$ cat src/rtl/pipeline_stage_reg.sv
// Inter-stage pipeline register with stall hold, bubble insertion, flush, a sticky
// stall-protocol error flag and a saturating stall-cycle counter.
module pipeline_stage_reg #(
   parameter int unsigned       WIDTH        = 32,
   parameter logic [WIDTH-1:0]  BUBBLE_VALUE = '0,
   parameter int unsigned       CNT_WIDTH    = 16
) (
   input  logic                 clk,
   input  logic                 rst,
   input  logic                 stall_current_stage,
   input  logic                 stall_next_stage,
   input  logic                 flush,
   input  logic                 valid_in,
   input  logic [WIDTH-1:0]     data_in,
   input  logic                 clr_stats,
   output logic                 valid_out,
   output logic [WIDTH-1:0]     data_out,
   output logic                 bubble_out,
   output logic                 protocol_err,
   output logic [CNT_WIDTH-1:0] stall_cycles
);

   logic [WIDTH-1:0]     data_d, data_q;
   logic                 valid_d, valid_q;
   logic                 bubble_d, bubble_q;
   logic                 err_d, err_q;
   logic [CNT_WIDTH-1:0] cnt_d, cnt_q;

   always_comb begin
      data_d   = data_q;
      valid_d  = valid_q;
      bubble_d = bubble_q;
      err_d    = err_q;
      cnt_d    = cnt_q;

      if (flush) begin
         data_d   = BUBBLE_VALUE;
         valid_d  = 1'b0;
         bubble_d = 1'b1;
      end else if (stall_next_stage) begin
         // Hold; only count cycles that actually delay a real instruction.
         if (valid_q && (cnt_q != {CNT_WIDTH{1'b1}})) begin
            cnt_d = cnt_q + 1'b1;
         end
      end else if (stall_current_stage) begin
         data_d   = BUBBLE_VALUE;
         valid_d  = 1'b0;
         bubble_d = 1'b1;
      end else begin
         data_d   = data_in;
         valid_d  = valid_in;
         bubble_d = 1'b0;
      end

      if (!stall_current_stage && stall_next_stage) begin
         err_d = 1'b1;
      end

      if (clr_stats) begin
         err_d = 1'b0;
         cnt_d = '0;
      end
   end

   always_ff @(posedge clk or negedge rst) begin
      if (!rst) begin
         data_q   <= BUBBLE_VALUE;
         valid_q  <= 1'b0;
         bubble_q <= 1'b0;
         err_q    <= 1'b0;
         cnt_q    <= '0;
      end else begin
         data_q   <= data_d;
         valid_q  <= valid_d;
         bubble_q <= bubble_d;
         err_q    <= err_d;
         cnt_q    <= cnt_d;
      end
   end

   assign data_out     = data_q;
   assign valid_out    = valid_q;
   assign bubble_out   = bubble_q;
   assign protocol_err = err_q;
   assign stall_cycles = cnt_q;

endmodule

$ cat config.mk
export PLATFORM = sky130hd
export DESIGN_NAME = pipeline_stage_reg
export DESIGN_NICKNAME = d
export VERILOG_FILES = /design/src/rtl/pipeline_stage_reg.sv
export SDC_FILE = /design/constraint.sdc
export NUM_CORES = 1
export LEC_CHECK = 0
export CORE_AREA = 2 2 79 81
export DETAILED_ROUTE_END_ITERATION = 10
export DIE_AREA = 0 0 81 83
export PLACE_DENSITY = 0.73
export SYNTH_ARGS = -nofsm -noshare
export SYNTH_HDL_FRONTEND = slang
export SYNTH_SLANG_ARGS = --single-unit
$ cat constraint.sdc
create_clock -name clk -period 1.71 [get_ports clk]
set_input_delay 0.171 -clock clk [delete_from_list [all_inputs] [get_ports clk]]
set_output_delay 0.171 -clock clk [all_outputs]
set_load 0.005 [all_outputs]
Yosys cells after proc, flatten, opt, wreduce, memory -nomap -nowiden
Index checks and enable logic that the tools add are counted.
Storage, ports and cells
  bits in registers: 51
  bits in latches: 0
  RAM bits: 0
  ROM bits: 0
  input port bits: 39
  output and inout bits: 51
  memories: 0
Cells by class
  add/sub/neg operators: 1
  multiply operators: 0
  divide/modulo/power cells: 0
  $lt $le $gt $ge: 0
  equal/unequal tests: 3
  shift operators: 0
  multiplexer cells: 15
  bitwise logic cells: 0
  reduce and logical (&&, ||, !) cells: 7
Operators by type and width (number)
  $mux 32: 3
  $mux 16: 4
  $add 16x1->16 const B: 1
  $ne 16x16->1 const B: 1
  $mux 1: 8
  $reduce_bool 2->1: 3
  $ne 2x1->1 const B: 2
  $reduce_and 3->1: 1
  $logic_and 1x1->1: 2
  $logic_not 1->1: 1

Logic depth before layout (Yosys ltp)
Gate-level depths: netlist (run 1).
  word-level depth: 6
  mapped depth: 7
  gate-level depth less buffers: 5

Worst setup path after synthesis (run 1)
Ideal clock, no wire load.
  path kind: reg2reg
  from: register cnt_q[0], in the netlist stall_cycles[0]
  to: register cnt_q[1], in the netlist stall_cycles[1]
  arrival time: 1602 ps
  path slack: -25 ps
  cell stages (with the launch flop): 8
  buffers on the path: 2
  clock period less this slack: 1735 ps
  cells stage by stage: dfrtp_1 -> ha_1 -> nand3_1 -> nor4_1 -> buf_2 -> buf_4 -> nand3b_1 -> a21oi_1
On the way
  cells in the longest elaborated chain, start to end: 5
  elaborated cells between the ends (all ways): 9
RTL lines
  from (decl): RTL line 27  | logic [CNT_WIDTH-1:0] cnt_d, cnt_q;
  from (signal assigned): RTL line 77  | cnt_q <= cnt_d;
  $add 16x1->16: RTL line 43  | cnt_d = cnt_q + 1'b1;
  $mux 16: RTL line 42  | if (valid_q && (cnt_q != {CNT_WIDTH{1'b1}})) begin
  $mux 16: RTL line 40  | end else if (stall_next_stage) begin
  $mux 16: RTL line 36  | if (flush) begin
  $mux 16: RTL line 59  | if (clr_stats) begin
Several ways; a longest one is shown, not always the timed one. The select of a mux whose other input is x is not followed.
A chain may end at the register's enable or synchronous reset.

Worst setup path after layout (run 1)
  from: register cnt_q[0], in the netlist stall_cycles[0]
  to: register cnt_q[3], in the netlist stall_cycles[3]
Same word-level chain as after synthesis.

==> metrics.cfg, run 1 <==
[place]
placed_area_um2 = 3350
place_congestion = 0.849
dp_hpwl_um = 4210
numPortBuffers = 89

[die]
die_height_um = 83
boundaryPins = 90
core_um2 = 5820
dieWidth_um = 81
start_util_pct = 36.9
dieArea_um2 = 6720
placementRows = 28

[detailed_routing]
routed_via_density = 5.34
drt-total-wl_um = 5910
drt_iter0_markers = 100
num_vias = 2018
firstDrtPassIters = 4
wl_per_cell_um = 15.6
postRouteAntennaNets = 0
drc = 0

[power_and_ir_drop]
leakage_nw = 1.57
powerDensity_nw_per_um2 = 631
ir_drop_mv = 0.403
p_total_mw = 2.22

[setup_path]
crit_arrival_ns = 1.91
end_kind = flop
cp.required_ns = 1.95
start_kind = flop
worst_path_largest_cell_delay_ns = 0.49
reg2reg_slack_ns = 0.04
rr_endpoint = stall_cycles[3]$_DFFE_PN0P_
critPathBufInv = 1
cp_max_fo = 8
worstRegToRegCells = 6
cp_cell_sequence = ha_2, nand3_2, nor4_4, buf_2, or4_1, a21oi_2
cp_top_family = simple AND/OR/NAND/NOR gates
crit_type = reg2reg
r2r-start = stall_cycles[0]$_DFFE_PN0P_
slowest_stage = or4_1

[sta]
period_share_pct = 97.9
rsz0062_at_grt = true
tightest_slew_ns = 0.505
fmax_mhz = 598
layout_min_cycle_time_ns = 1.67
fin_skew_ns = 0.0123
slew_viol_final = 0
hold_viol = 0
setup_violations = 0
slew_headroom_pct = 66.3

[global_route]
first_global_vias = 1963
gr-usage-met3_pct = 5.98
use_met1_pct = 24.6
grt_pass1_wl_um = 9630
overflow = 0
antenna_found_initial = 0
grt_max_degree = 34
grt_use_total_pct = 18.1
grt_busiest_layer = met2
met2_usage_pct = 27.9

[layout]
final_util_pct = 60.5
fin_area_um2 = 3520
final_layout_size_suffix_gt1_share_pct = 20.1
fin_nets = 342
fill_cells = 531
diodes = 0
area_growth_pct = 64.0

[synthesis]
yosysTopAreaCellShare_pct = 59.4
synth_nets = 220
synth_largest_area_cell = dfrtp_1
ys_seq_area_share_pct = 59.4
syn_area_per_cell_um2 = 11.9
synthCells = 180
ys_seq_elements = 51
netlist_area_um2 = 2150
synth_area_leaders = dfrtp_1, a22o_1, a21oi_1, or3_1, clkbuf_1
ys_warn_count = 0
synthDistinctLibCells = 34

[clocking]
cts_sinks = 51
cts.clk_slew.worst_paths_ns = 0.10
cts_buffers = 5
clk-insertion-delay-late_ns = 0.30
htreeDepth = 2
root_buffer = clkbuf_8
cts_buffer_depth = 2
cts_tree = done

[status]
status = completed

[worst_hold_path]
hold_class = in2async

[job]
drv_cap = 0

==> cell type report <==
type / count / area, µm² / area share [%]
tap: 75 / 93.8 / 2.67
sequential: 51 / 1280 / 36.2
clock inverter: 3 / 18.8 / 0.533
multi-input combinational: 114 / 868 / 24.7
inverter: 3 / 11.3 / 0.320
timing repair buffer: 127 / 1180 / 33.6
clock buffer: 5 / 68.8 / 1.95
==> state kept, by name (all words and copies together) (netlist names) <==
| name | flops |
|---|---|
| valid_out | 1 |
| bubble_out | 1 |
| protocol_err | 1 |
| data_out | 32 |
| stall_cycles | 16 |
==> through the flow <==
stage                     std cells  hold WS, ns  setup WS, ns  TNS, ns
after CTS                       374        0.360       0.00280        0
after global routing            378        0.395       -0.0381   -0.149
after floorplan                 180       -0.125       0.00428        0
after global placement          365        0.157        -0.248    -1.14
final                           378        0.353        0.0368        0
after detailed placement        365        0.165        -0.277    -1.42
==> cells in the mapped netlist (all sizes together) <==
cell type	number
dfrtp	51
and4b	1
xor2	1
nor2b	2
nand2	6
o41ai	1
clkbuf	10
nor4	2
buf	2
nand3b	2
mux2	1
o31a	1
and3b	1
nand2b	1
o21ba	1
o21ai	7
o2111ai	1
inv	3
ha	1
and3	3
and4	2
o31ai	5
or3	7
or4	6
nor2	3
nor3	3
a21oi	15
a22o	32
nand4	5
nand3	4
==> power breakdown <==
part / internal [mW] / switching [mW] / total, mW
clock network: 0.289 / 0.404 / 0.693
logic: 0.173 / 0.100 / 0.273
registers: 1.24 / 0.0204 / 1.26
total: 1.70 / 0.524 / 2.22
==> cell families after synthesis <==
family                   Yosys count  share of synthesized area, %
AO/OA/AOI/OAI                     63                          21.6
XOR/XNOR                           1                         0.408
adder cells (fa/ha/maj)            1                         0.583
buffers and inverters             15                          2.86
flip-flops                        51                          59.4
multiplexers                       1                         0.524
AND/OR/NAND/NOR                   48                          14.6
==> metal layers <==
metal | wire [µm] | part of all wire [%]
met2 | 2780 | 47
met3 | 551 | 9.3
met1 | 2520 | 43
met4 | 63 | 1.1
met5 | 0 | 0
==> what timing repair did <==
action	in CTS	in global routing
endpoints found under the setup margin	0	7
setup buffers	0	3
endpoints found under the hold margin	19	0
gates resized for setup	0	10
hold buffers	1	0
==> worst register-to-register path: stages (launching register included) <==
cell and delay, ns:
dfrtp_1 0.43, ha_2 0.22, nand3_2 0.10, nor4_4 0.06, buf_2 0.16, or4_1 0.49
a21oi_2 0.15
==> how the worst max path moves through the flow <==
stage                                      startpoint                      endpoint  slack [ns]  depth (start not counted)
after global routing      stall_cycles[1]$_DFFE_PN0P_   stall_cycles[2]$_DFFE_PN0P_       -0.04                          7
after global placement               stall_next_stage  stall_cycles[13]$_DFFE_PN0P_       -0.25                          5
final                     stall_cycles[0]$_DFFE_PN0P_   stall_cycles[3]$_DFFE_PN0P_        0.04                          6
after floorplan           stall_cycles[2]$_DFFE_PN0P_  stall_cycles[13]$_DFFE_PN0P_       0.004                          4
after CTS                 stall_cycles[0]$_DFFE_PN0P_   stall_cycles[3]$_DFFE_PN0P_       0.003                          6
after detailed placement                        flush  stall_cycles[15]$_DFFE_PN0P_       -0.28                          5
==> cells in the final DEF, fill, tap and decap left out, types with 2 or more instances in the layout <==
cell type	Yosys	final
or4_1	5	4
o21ai_0	7	7
buf_2	1	2
nand3_1	4	3
or4_4	1	2
and3_1	3	3
nor3_2	0	2
a21oi_1	15	12
or3_1	7	7
clkinv_2	0	2
and4_1	2	2
o31ai_1	5	5
nand2_1	6	6
a22o_1	32	32
clkdlybuf4s50_1	0	88
dfrtp_1	51	51
a21oi_2	0	3
clkbuf_8	0	5
inv_1	3	3
buf_4	1	35
nand4_1	4	4
nor2_1	3	3
(Power assumes the default switching activity.)
==> run 2, diff against run 1 <==
--- a/config.mk
+++ b/config.mk
@@ -8,6 +8,7 @@
 export CORE_AREA = 2 2 79 81
 export DETAILED_ROUTE_END_ITERATION = 10
 export DIE_AREA = 0 0 81 83
+export HOLD_SLACK_MARGIN = 0.05
 export PLACE_DENSITY = 0.73
 export SYNTH_ARGS = -nofsm -noshare
 export SYNTH_HDL_FRONTEND = slang
==> results of run 2 <==
The final DEF is identical to that of run 1; final timing and power are the same.
==> run 3, diff against run 2 <==
--- a/config.mk
+++ b/config.mk
@@ -5,11 +5,13 @@
 export SDC_FILE = /design/constraint.sdc
 export NUM_CORES = 1
 export LEC_CHECK = 0
-export CORE_AREA = 2 2 79 81
+export CORE_AREA = 2 2 93 68
 export DETAILED_ROUTE_END_ITERATION = 10
-export DIE_AREA = 0 0 81 83
+export DIE_AREA = 0 0 95 70
 export HOLD_SLACK_MARGIN = 0.05
-export PLACE_DENSITY = 0.73
+export PLACE_DENSITY = 0.75
+export SETUP_SLACK_MARGIN = 0.15
+export SLEW_MARGIN = 20
 export SYNTH_ARGS = -nofsm -noshare
 export SYNTH_HDL_FRONTEND = slang
 export SYNTH_SLANG_ARGS = --single-unit
==> metrics.cfg, run 3 (synthesis gave the netlist of run 1 again) <==
[layout]
area_growth_pct = 66.9
final_util_pct = 60.6  ; about the same
diodes = 0  ; unchanged
largest_reg_flops = 32  ; unchanged
fill_cells = 487  ; -8.3%
mostFrequentLayoutCells = clkdlybuf4s50_1, dfrtp_1, a22o_1
final_layout_size_suffix_gt1_share_pct = 21.5  ; +1.4 points
multi_input_area_um2 = 908  ; +4.6%
fin_area_um2 = 3580  ; +1.8%
regArea_um2 = 1280  ; about the same
final_common_cell = clkdlybuf4s50_1
fin_nets = 341  ; -0.29%

[setup_path]
worstRegToRegCells = 4  ; -2
cp.required_ns = 1.93  ; -0.02 ns
crit_type = reg2reg
cp_max_fo = 5  ; -3
crit_arrival_ns = 1.96  ; +0.05 ns
end_kind = flop
r2r-start = stall_cycles[6]$_DFFE_PN0P_
start_kind = flop
reg2reg_slack_ns = -0.03  ; -0.07 ns
crit_start = stall_cycles[6]$_DFFE_PN0P_

[worst_hold_path]
hold_class = in2async

[status]
status = finished, violations left
failed_checks = negative setup slack

[clocking]
cts.clk_slew.worst_paths_ns = 0.09  ; about the same
root_buffer = clkbuf_8
cts_buffer_depth = 2  ; unchanged
clk-insertion-delay-late_ns = 0.29  ; about the same
cts_sinks = 51  ; unchanged
htreeDepth = 2  ; unchanged
cts_buffers = 5  ; unchanged
cts_tree = done

[sta]
worst_slack_ns = -0.0307  ; -0.0675 ns
fmax_mhz = 574  ; -3.9%
slew_headroom_pct = 69.0  ; +2.7 points
layout_min_cycle_time_ns = 1.74  ; +0.0675 ns
tightest_slew_ns = 0.465  ; -0.0405 ns
hold_viol = 0  ; unchanged
setup_violations = 1  ; +1
slew_viol_final = 0  ; unchanged
fin_skew_ns = 0.00536  ; -0.00694 ns
timing.setup.tns_ns = -0.0307  ; -0.0307 ns
rsz0062_at_grt = true
period_share_pct = 102  ; +3.9 points

[detailed_routing]
wl_per_cell_um = 15.6  ; -0.24%
drc = 0  ; unchanged
drt_iter0_markers = 87  ; -13%
dr_wl_met2_um = 2630  ; -5.6%
routed_via_density = 5.23  ; -2.1%
wl_met1_um = 2920  ; +16%
firstDrtPassIters = 4  ; unchanged
top_layer = met4
drt-total-wl_um = 5930  ; +0.29%
num_vias = 1986  ; -1.6%
postRouteAntennaNets = 0  ; unchanged
wl_met3_um = 341  ; -38%

[global_route]
grt_max_degree = 35  ; +2.9%
overflow = 0  ; unchanged
first_global_vias = 1935  ; -1.4%
grt_use_total_pct = 18.3  ; +0.22 points
grt_pass1_wl_um = 9490  ; -1.5%
antenna_found_initial = 0  ; unchanged

[place]
place_congestion = 0.801  ; -5.6%
dp_hpwl_um = 4020  ; -4.7%
placed_area_um2 = 3330  ; -0.71%
numPortBuffers = 89  ; unchanged

[die]
boundaryPins = 90  ; unchanged
die_height_um = 70  ; -16%
dieWidth_um = 95  ; +17%
start_util_pct = 36.3  ; -0.62 points
placementRows = 24  ; -14%
core_um2 = 5920  ; +1.7%
dieArea_um2 = 6650  ; -1.1%

[power_and_ir_drop]
powerDensity_nw_per_um2 = 612  ; -3.1%
ir_drop_mv = 0.302  ; -25%
leakage_nw = 1.60  ; +1.7%

[job]
drv_cap = 0  ; unchanged

[run 3: worst paths after layout]
| kind | endpoint |
|---|---|
| max in group asynchronous | data_out[12]$_DFFE_PN0P_ |
| min reg2reg | data_out[20]$_DFFE_PN0P_ |
| max reg2reg | stall_cycles[15]$_DFFE_PN0P_ |
| min | data_out[26]$_DFFE_PN0P_ |
| min in group clk | valid_out$_DFFE_PN0P_ |
| max | stall_cycles[15]$_DFFE_PN0P_ |
[run 3: area by class of cell]
type	count	share of cell area, %
tap	78	2.72
multi-input combinational	114	25.3
clock buffer	5	1.92
sequential	51	35.6
clock inverter	3	0.559
timing repair buffer	126	33.5
inverter	3	0.314
[run 3: critical path, cell delays in order, from the launching register on]
cell and delay, ns:
dfrtp_1 0.38, nand4_2 0.20, or4_4 0.51, or4_1 0.44, a21oi_1 0.14
[run 3: report_power, final]
part	total (mW)	internal, mW	leakage [nW]	switching, mW
registers	1.26	1.24	0.695	0.0196
logic	0.271	0.173	0.861	0.0980
clock network	0.666	0.285	0.0402	0.381
total	2.19	1.70	1.60	0.498
[run 3: per-stage QoR]
step / total power, mW / instances / setup slack, ns / hold slack (ns)
floorplan: 1.34 / 180 / 0.0545 / -0.125
global placement: 1.55 / 362 / -0.234 / 0.157
detailed placement: 1.55 / 362 / -0.288 / 0.152
CTS: 2.24 / 377 / 0.00689 / 0.355
global route: 2.31 / 380 / -0.0807 / 0.395
finish: 2.19 / 380 / -0.0307 / 0.357
[run 3: what timing repair did]
action / 4_1_cts / 5_1_grt
resized for setup: 7 / 14
pin swaps: 5 / 8
hold buffers: 1 / 0
endpoints found under the hold margin: 19 / 0
buffers inserted: 5 / 3
endpoints found under the setup margin: 13 / 16
gates cloned: 1 / 0
[run 3: metal layers]
metal / global-route usage (%) / up-vias
li1: - / 932
met1: 27.7 / 969
met2: 26.9 / 83
met3: 4.21 / 2
met4: 4.19 / 0
met5: 0 / -
==> RTL change 1, RTL diff (flow settings as in run 1) <==
`CNT_WIDTH`: 16 -> 32.
--- a/src/rtl/pipeline_stage_reg.sv
+++ b/src/rtl/pipeline_stage_reg.sv
@@ -3,7 +3,7 @@
 module pipeline_stage_reg #(
    parameter int unsigned       WIDTH        = 32,
    parameter logic [WIDTH-1:0]  BUBBLE_VALUE = '0,
-   parameter int unsigned       CNT_WIDTH    = 16
+   parameter int unsigned       CNT_WIDTH    = 32
 ) (
    input  logic                 clk,
    input  logic                 rst,
Interface: changed (resized stall_cycles); port bits go from 90 to 106. The function was not compared with the original's and may differ.
==> RTL change 1 against run 1 <==
The flow now stops in 5_1_grt; synthesized area increased by 48%; synthesized cell count increased by 63%.
==> RTL change 1: results (changes against run 1) <==
Root buffer cell - clkbuf_8
Initial antenna violation count - 1
Top cells by area, synth - dfrtp_1 53%, a22o_1 8.8%, a21oi_1 3.9%
Syn Nets - 333 (+51%)
Unique masters post-synth - 39 (+15%)
RePlAce Congestion - 0.846 (-0.26%)
#FFs+latches synth - 67 (+31%)
H-tree depth - 3 (+1)
Worst endpoint, post-GRT repair - stall_cycles[18]$_DFFE_PN0P_/D
Stop err - [ERROR DPL-0033] detailed placement checks failed during check placement.
Async SR Flop Fraction - 100% (unchanged)
Detail Placement HPWL - 6340 um (+51%)
# port buffers - 105 (+18%)
Stopped at - 5_1_grt
Status - did not finish
Largest net degree at the start of global routing - 68
Post-DP Area - 4850 sq um (+45%)
Number of CTS-inserted buffers - 9 (+4)
Commonest cells post-synth - 67 x dfrtp_1, 32 x a22o_1, 25 x a21oi_1, 16 x nand2_1
Syn. warnings - 0 (unchanged)
Worst EP kind - sequential cell input
CTS Buffer Depth - 2 (unchanged)
Part of the Yosys area used for sequential elements - 52.8% (-6.7 points)
[RTL change 1: changes by cell type after synthesis, sizes merged, moves of 7 or more]
cell and delta:
dfrtp +16, nand3 +12, nand2 +11, nor2 +11, a21oi +10, nor2b +7
o21ai +7, or3 +7
[RTL change 1: logic make-up after synthesis]
family	share of synthesized area (%)
flip-flops	52.8
buffers and inverters	3.03
AND/OR/NAND/NOR	22.7
adder cells (fa/ha/maj)	0.394
multiplexers	2.48
AO/OA/AOI/OAI	18.7
[RTL change 1: repair_timing]
action | in CTS
pin swaps | 33
endpoints found under the setup margin | 30
hold endpoints to repair | 67
gates resized for setup | 45
hold buffers | 1
setup buffers | 18
gates cloned | 2
[RTL change 1: through the flow]
step           std cells  utilization (%)  worst slack (ns)  setup TNS [ns]
3_3_place_gp         528             83.4            -0.185           -3.44
3_5_place_dp         528             83.4            -0.246           -5.11
4_1_cts              564             92.1            -0.190           -3.23
2_1_floorplan        293                -            -0.112           -1.04
==> RTL change 2, RTL diff (settings of run 1) <==
Without the edit above. Put one more register stage on the output `protocol_err`. The value now appears one clock later. The other outputs are not delayed to match.
--- a/src/rtl/pipeline_stage_reg.sv
+++ b/src/rtl/pipeline_stage_reg.sv
@@ -81,7 +81,9 @@
    assign data_out     = data_q;
    assign valid_out    = valid_q;
    assign bubble_out   = bubble_q;
-   assign protocol_err = err_q;
+   always_ff @(posedge clk) begin
+      protocol_err <= err_q;
+   end
    assign stall_cycles = cnt_q;
 
 endmodule
Behaviour: not the same (Yosys sat finds a counterexample within 4 cycles, from zero or initial values and one cycle with rst low).
==> RTL change 2 against run 1 <==
The run now ends with negative setup slack left; synthesized cell count increased by 0.56%; power about the same; worst setup slack got worse by 0.039 ns; global-route usage increased by 0.59 points; synthesized area increased by 0.93%; sequential cell count increased by 1; first-iteration DRC count increased by 37%; worst hold slack improved by 0.035 ns; routed wire length decreased by 1.9%; cell area increased by 0.18%; critical path type unchanged; largest cell class unchanged; largest power group unchanged.
==> RTL change 2: results (changes against run 1) <==
Post-synthesis mux area share - 0.520% (-0.0048 points)
CP Max Fanout - 4 (-4)
Synth Area in Compound Gates - 21.4% (-0.20 points)
Met1 WL - 2520 um (+0.16%)
Setup-failing EPs final - 1 (+1)
Worst clock skew - 0.00385 ns (-0.00844 ns)
Area Growth Syn to Fin - 62.8%
Worst Max-Slew Pin Slew - 0.632 ns (+0.127 ns)
Top-area cell type share of the netlist area - 58.9% (-0.55 points)
# Post-CTS Setup Buffers - 1 (+1)
Clk pwr share - 30.2% (-1.0 points)
Final WS setup - -0.00198 ns (-0.0387 ns)
Combinational share of power - 12.1% (-0.2 points)
Syn Nets - 221 (+0.45%)
CTS Hold Bufs - 1 (unchanged)
FF/Latch Area - 1300 sq um (+1.6%)
Seq/total area - 36.8% (+0.50 points)
Grt met1 use - 26.6% (+2.0 points)
Setup_tns - -0.00198 ns (-0.00198 ns)
First-pass GRT wire length - 9850 um (+2.3%)
Async SR Flop Fraction - 98.1% (-1.9 points)
Met3 WL - 416 um (-25%)
Fraction of area in multi-input gates - 25.3% (+0.63 points)
Adder-cell share of the synthesized area - 0.577% (-0.0054 points)
Failing checks - negative setup slack
Max-Cap Viols - 0 (unchanged)
Layout cells sized above 1 - 21.5% (+1.3 points)
Min-delay worst type - register to register
Post-CTS resize count - 4 (+4)
Global routing usage on met2 - 27.3% (-0.53 points)
Total detailed-routing wirelength - 5800 um (-1.9%)
Leak - 1.52 nW (-2.9%)
Post-DP Area - 3330 sq um (-0.52%)
Clk sink count - 52 (+2.0%)
Detail Placement HPWL - 4150 um (-1.6%)
ClkCell Share - 2.31% (-0.18 points)
Status - finished, violations left
Met3 GRT Util - 6.20% (+0.22 points)
Largest net degree at the start of global routing - 52 (+53%)
Buffering overhead - 32.7% (-0.95 points)
All-Layer GR Usage - 18.7% (+0.59 points)
Non-Filler Instances - 373 (-1.3%)
Part of the Yosys area used for sequential elements - 59.8% (+0.37 points)
# port buffers - 89 (unchanged)
Peak supply drop - 393 uV (-2.7%)
Dpl ws - -0.303 ns (-0.0263 ns)
Unique masters post-synth - 35 (+2.9%)
Met2 wire len - 2810 um (+0.90%)
Root buffer cell - clkbuf_8
Sw Ratio - 23.0% (-0.57 points)
Iter 0 DRT Violations - 137 (+37%)
CP arrival - 1.94 ns (+0.03 ns)
Bufs w/o clock - 122 (-3.9%)
Syn Area/Cell - 12.0 sq um (+0.37%)
Xor/xnor share of the synthesized area - 0.404% (-0.0038 points)
Final nets - 338 (-1.2%)
Via-to-Cell Ratio - 5.23 (-2.0%)
NetSw - 0.000511 W (-2.5%)
Slowest CP cell - or4_4
Critical path's largest stage delay - 0.57 ns (+0.08 ns)
-- RTL change 2: changes by cell type after synthesis, sizes merged --
cell	run 1	this run
dfxtp	0	1
-- RTL change 2: final timing paths --
| path | cells past startpoint | to | start | slack (ns) |
|---|---|---|---|---|
| max | 4 | stall_cycles[15]$_DFFE_PN0P_ | stall_cycles[9]$_DFFE_PN0P_ | -0.002 |
| min | 0 | protocol_err$_DFF_P_ | err_q$_DFFE_PN0P_ | 0.39 |
| max reg2reg | 4 | stall_cycles[15]$_DFFE_PN0P_ | stall_cycles[9]$_DFFE_PN0P_ | -0.002 |
| min reg2reg | 0 | protocol_err$_DFF_P_ | err_q$_DFFE_PN0P_ | 0.39 |
| max in group asynchronous | 3 | stall_cycles[10]$_DFFE_PN0P_ | rst | 0.76 |
| min in group asynchronous | 3 | data_out[29]$_DFFE_PN0P_ | rst | 0.52 |
